### config.mk
export PLATFORM = sky130hd
export DESIGN_NAME = c_register_file
export DESIGN_NICKNAME = d
export VERILOG_FILES = /design/src/rtl/c_register_file.sv
export SDC_FILE = /design/constraint.sdc
export NUM_CORES = 1
export LEC_CHECK = 0
export CORE_UTILIZATION = 32
export DETAILED_ROUTE_END_ITERATION = 8
export GPL_TIMING_DRIVEN = 1
export SLEW_MARGIN = 30
export SYNTH_ARGS = -nofsm -noshare
export SYNTH_HDL_FRONTEND = slang
export SYNTH_SLANG_ARGS = --single-unit
### constraint.sdc
create_clock -name clk -period 2.3 [get_ports clk]
set_input_delay 0.46 -clock clk [delete_from_list [all_inputs] [get_ports clk]]
set_output_delay 0.46 -clock clk [all_outputs]
set_load 0.005 [all_outputs]
### src/rtl/c_register_file.sv
// Multi-entry register file: one write port, two registered read ports with
// optional write-through bypass, and a per-entry busy scoreboard.
module c_register_file #(
    parameter int BITS      = 16,
    parameter int DEPTH     = 8,
    parameter int ADDR_BITS = 3,
    parameter int ZERO_REG  = 1,
    parameter int BYPASS    = 1
) (
    input  logic                 clk,
    input  logic                 rst_n,
    input  logic                 clr,
    input  logic                 save,
    input  logic [ADDR_BITS-1:0] waddr,
    input  logic [BITS-1:0]      in,
    input  logic                 reserve,
    input  logic [ADDR_BITS-1:0] rsv_addr,
    input  logic [ADDR_BITS-1:0] raddr_a,
    input  logic [ADDR_BITS-1:0] raddr_b,
    output logic [BITS-1:0]      out_a,
    output logic [BITS-1:0]      out_b,
    output logic                 busy_a,
    output logic                 busy_b
);

    logic [BITS-1:0]  mem [DEPTH];
    logic [DEPTH-1:0] busy;
    logic [BITS-1:0]  rd_a;
    logic [BITS-1:0]  rd_b;
    logic             we;
    logic             rv;
    logic             byp_a;
    logic             byp_b;

    function automatic logic writable(input logic [ADDR_BITS-1:0] a);
        return (32'(a) < DEPTH) && !((ZERO_REG != 0) && (a == '0));
    endfunction

    assign we    = save && writable(waddr);
    assign rv    = reserve && writable(rsv_addr);
    assign byp_a = (BYPASS != 0) && we && (waddr == raddr_a);
    assign byp_b = (BYPASS != 0) && we && (waddr == raddr_b);

    // Out-of-range addresses match no entry and read as 0; the zero register
    // is never written or reserved, so it needs no special case here.
    always_comb begin
        rd_a   = '0;
        rd_b   = '0;
        busy_a = 1'b0;
        busy_b = 1'b0;
        for (int i = 0; i < DEPTH; i++) begin
            if (raddr_a == ADDR_BITS'(i)) begin
                rd_a   = mem[i];
                busy_a = busy[i];
            end
            if (raddr_b == ADDR_BITS'(i)) begin
                rd_b   = mem[i];
                busy_b = busy[i];
            end
        end
    end

    always_ff @(posedge clk or negedge rst_n) begin
        if (!rst_n) begin
            for (int i = 0; i < DEPTH; i++) mem[i] <= '0;
            busy  <= '0;
            out_a <= '0;
            out_b <= '0;
        end else if (clr) begin
            for (int i = 0; i < DEPTH; i++) mem[i] <= '0;
            busy  <= '0;
            out_a <= '0;
            out_b <= '0;
        end else begin
            // A reservation on the entry being written wins: the new producer
            // keeps it busy even though the old producer's data lands.
            for (int i = 0; i < DEPTH; i++) begin
                if (we && (waddr == ADDR_BITS'(i))) mem[i] <= in;
                if (rv && (rsv_addr == ADDR_BITS'(i)))
                    busy[i] <= 1'b1;
                else if (we && (waddr == ADDR_BITS'(i)))
                    busy[i] <= 1'b0;
            end
            out_a <= byp_a ? in : rd_a;
            out_b <= byp_b ? in : rd_b;
        end
    end

endmodule
Yosys cells after proc, flatten, opt, wreduce, memory -nomap -nowiden
Index checks and enable logic that the tools add are counted.

Register bits after elaboration: 168. Input port bits: 33. Output and inout bits: 34. Logic and storage cells: 152.

Eq/ne operators: 30. Muxes and demuxes: 62. Reduce and logical (&&, ||, !) cells: 42.

Operators by type and width (number): 2-to-1 mux 16 bit (28); 2-to-1 mux 128 bit (1); equality test 3 bit (second input constant) (16); 2-to-1 mux 1 bit (32); equality test 3 x 2 -> 1 bit (second input constant) (8); nonzero test 3 bit (8); logical AND 1 bit (20); nonzero test 2 bit (8); equality test 3 x 1 -> 1 bit (second input constant) (4); logical NOT 3 bit (4); 2-to-1 mux 8 bit (1); equality test 3 bit (2); logical NOT 1 bit (2).

Depth between registers and ports, before layout
Depth after elaboration: 11. Depth in mapped cells: 8. Mapped depth without buffers: 5.

Least setup slack after synthesis
OpenSTA, ideal clock, no wires.

Path kind: input to output. Start: input raddr_b[2]. End: output busy_b. Arrival time: 1.574 ns. Required time: 1.840 ns. Setup slack: 0.266 ns. Stages on the path: 6. Path buffers: 1. Cell sequence: buf_2 > inv_1 > nand2_1 > o221a_2 > a2111oi_0 > nor2_1.

Longest elaborated chain between the ends: 9. Elaborated cells on any way between the ends: 16. Classes of those cells: eq/ne: 7; mux: 8; reduce/logical: 1.

Ends and longest elaborated chain: start, declared (RTL line 19) `input logic [ADDR_BITS-1:0] raddr_b,`; logical NOT 3 bit (RTL line 56) `if (raddr_b == ADDR_BITS'(i)) begin`; 2-to-1 mux 1 bit (7 in a row) (RTL line 56); 2-to-1 mux 1 bit (*) (RTL line 56); end, declared (RTL line 23) `output logic busy_b`.

Mark *: on every way between the ends. The rest lies on a longest branch, timed or not.

Worst setup path after layout
Start: register busy[2]. End: output busy_a.

Longest elaborated chain between the ends: 6.

Ends and longest elaborated chain: start, declared (RTL line 27) `logic [DEPTH-1:0] busy;`; start signal, assigned (RTL line 66) `busy <= '0;`; start signal, assigned (RTL line 71) `busy <= '0;`; start signal, assigned by index (RTL line 80) `busy[i] <= 1'b1;`; 2-to-1 mux 1 bit (6 in a row) (RTL line 52) `if (raddr_a == ADDR_BITS'(i)) begin`; end, declared (RTL line 22) `output logic busy_a,`.

No other way between the ends.

==> impl_metrics.tcl <==
set metrics [dict create \
    worstMarginPinSlew_ps 536 \
    drt_iter0_markers 718 \
    switching_share_pct 25.5 \
    routed_wl_mm 28.6 \
    vias_per_cell 5.35 \
    p_per_area_mw_per_mm2 615 \
    clk_pin_slew_ps 60 \
    synth_sequential_area_ratio_pct 46.2 \
    clkLatencyLatePin_ps 430 \
    grt_max_degree 51 \
    path_class "flip-flop to output pin" \
    power_switching_w 0.00176 \
    maxCapViolations 0 \
    coreArea_sq_mm 0.0279 \
    dr.pass1.iters 5 \
    dieHeight_microns 171 \
    hp-class "primary input to flip-flop" \
    syn_area_per_cell_sq_um 9.40 \
    yosysUniqueCellTypes 50 \
    diodes 0 \
    tns_ps 0 \
    pwr-share-seq_pct 44.4 \
    antenna_found_initial 0 \
    outcome "finished clean" \
    final_nets 1076 \
    grt_pass1_wl_mm 45.1 \
    power.leakage_nw 4.61 \
    syn_area_sq_mm 0.00911 \
    remaining_drc_errors 0 \
    stdcell_count 1434 \
    h-tree-depth 4 \
    power.share.combinational_pct 12.8 \
    layout-drive-gt1-share_pct 17.2 \
    first_global_vias 7734 \
    antenna_left 0 \
    required_ps 1840 \
    synthToLayoutAreaGrowth_pct 23.4 \
    grt_overflow 0 \
    root_buffer "clkbuf_16" \
    worstPathArrival_ps 1780 \
    slew_violations 0 \
    dp_hpwl_mm 18.5 \
    power_frac_clock_pct 42.8 \
    min_period_ps 2240 \
    setup_viol 0 \
    clock.fmax_mhz 446 \
    finalHoldViolCount 0 \
    r2r_slack_ps 800 \
    yosys_register_bits 168 \
    numPlacedInstances 1400 \
    placementRows 61 \
    die_x_microns 171 \
    initial_core_util_pct 32.7 \
    ctsLongestPathBuffers 2 \
    fin_crit_sh_pct 97.4 \
    synth_ff_type "dfrtp_1" \
    critPathCaptureType "output pin" \
    crit_path_max_fanout 3 \
    dieArea_sq_mm 0.0291 \
    syn-num-nets 1002 \
    pre_cts_slack_ps -136 \
    cts_tree "built" \
    synthCells 969 \
    cts_made_buffers 17 \
    slew_headroom_pct 64.3 \
    ir_drop_uv 507 \
    clock-skew-final_ps 5.18 \
    port_buffers 66 \
    setup_ws_ps 59.9 \
    p_int_w 0.00515 \
    critPathLaunchType "flip-flop" \
    synth-async-reset-ratio_pct 100 \
    gp_congestion 0.837 \
    ys.warnings.count 0 \
    clkSinkCount 168 \
    grt_usage_pct 20.6 \
    dr_total_vias 7677 \
    synth_edf_count 0 \
    ios 67 \
    wl_per_cell_microns 20.0 \
    rsz0062_at_grt "yes" \
]
==> final timing paths <==
check                                  endpoint                 start  cells after the start
setup / recovery                         busy_a   busy[2]$_DFFE_PN0P_                      4
hold / removal              busy[4]$_DFFE_PN0P_                   clr                      2
setup reg to reg             out_b[8]$_DFF_PN0_   mem[72]$_DFFE_PN0P_                      5
hold reg to reg            mem[115]$_DFFE_PN0P_  mem[115]$_DFFE_PN0P_                      1
max in group asynchronous  mem[116]$_DFFE_PN0P_                 rst_n                      3
min in group asynchronous   busy[3]$_DFFE_PN0P_                 rst_n                      2
==> synthesized netlist by cell type (7+ instances only) <==
cell type / count / area (sq um)
a21oi_1: 125 / 626
buf_4: 9 / 67.6
mux2i_1: 38 / 380
nand3_1: 9 / 45.0
nor2b_1: 25 / 156
mux4_2: 37 / 833
nor2_1: 63 / 236
nand2_1: 249 / 935
clkbuf_1: 41 / 154
a211oi_1: 20 / 150
nor3_1: 17 / 85.1
a2bb2oi_1: 7 / 61.3
a311oi_1: 10 / 87.6
o21ai_0: 27 / 135
dfrtp_1: 168 / 4200
o211ai_1: 8 / 60.1
buf_2: 32 / 160
==> state kept, by name (all words and copies together), names as in the netlist <==
signal and cells:
busy 8, mem 128, out_a 16, out_b 16
==> layout by cell type (no fill, tap or decap), types with 4 or more instances in the layout <==
cell type        instances
buf_2                    6
clkinvlp_4               4
nand2_1                249
o21ai_0                 27
nor2_2                   5
nand3_1                  9
mux2_2                   5
a311oi_2                 4
nand2b_1                 5
clkdlybuf4s50_1         56
clkinv_2                 4
and3b_1                  6
buf_12                  21
buf_4                   57
a211oi_2                 4
o22ai_1                  4
a2bb2oi_1                7
a311oi_1                10
a211oi_1                20
mux2i_1                 38
nor2_1                  63
nand3b_1                 6
nor2b_1                 25
o21a_1                   5
o211ai_1                 8
clkbuf_16               17
dfrtp_1                168
inv_1                    5
nor3_1                  17
mux4_2                  37
a21oi_1                125
==> kinds of logic after synthesis <==
kind of cell / Yosys count / share of synthesized area, %
and+or+nand+nor: 396 / 18.8
DFF: 168 / 46.2
xor gates and xnor gates: 4 / 0.467
muxes: 81 / 14.1
AOI/OAI and AO/OA: 225 / 15.3
buffers and inverters: 95 / 5.23
==> area by class of cell <==
type,instances,area (sq um)
Clock buffer,20,457
Timing Repair Buffer,145,1490
Fill cell,2719,16600
Sequential cell,168,4200
Inverter,5,18.8
Clock inverter,12,149
Multi-Input combinational cell,706,4450
Tap cell,378,473
==> worst max-delay path, stage by stage, from the launching register on <==
cell,delay (ps)
dfrtp_1,380
buf_6,120
mux4_2,430
mux2_4,300
buf_6,120
==> repair_timing <==
item,in CTS,in global routing
setup buffers,0,1
pin swaps,2,1
setup endpoints to repair,2,2
endpoints found under the hold margin,35,0
cloned,0,0
resized for setup,10,3
hold buffers,1,0
==> power groups by stage <==
stage | Sequential [W] | Clock (W) | Combinational [W]
floorplan | 0.00311 | 0 | 0.000453
global placement | 0.00312 | 0 | 0.000869
detailed placement | 0.00312 | 0 | 0.000876
CTS | 0.00307 | 0.00302 | 0.000884
global route | 0.00308 | 0.00313 | 0.000952
finish | 0.00307 | 0.00296 | 0.000882
==> layer usage <==
layer / track usage, % / vias up / share of wire (%)
met5: 0 / - / 0
met4: 6.27 / 0 / 2.0
met3: 4.56 / 37 / 6.7
met2: 33.2 / 266 / 48
met1: 27.7 / 3860 / 43
li1: - / 3514 / -
==> per-stage QoR <==
step / power, W / instance area, sq um / util [%] / hold WS, ps
2_1_floorplan: 0.00357 / 9110 / - / 164
3_3_place_gp: 0.00399 / 10600 / 38.0 / 409
3_5_place_dp: 0.00400 / 10600 / 38.0 / 409
4_1_cts: 0.00698 / 11200 / 40.3 / 408
5_1_grt: 0.00716 / 11200 / 40.3 / 436
6_report: 0.00691 / 11200 / 40.3 / 423
(Power assumes the default switching activity.)
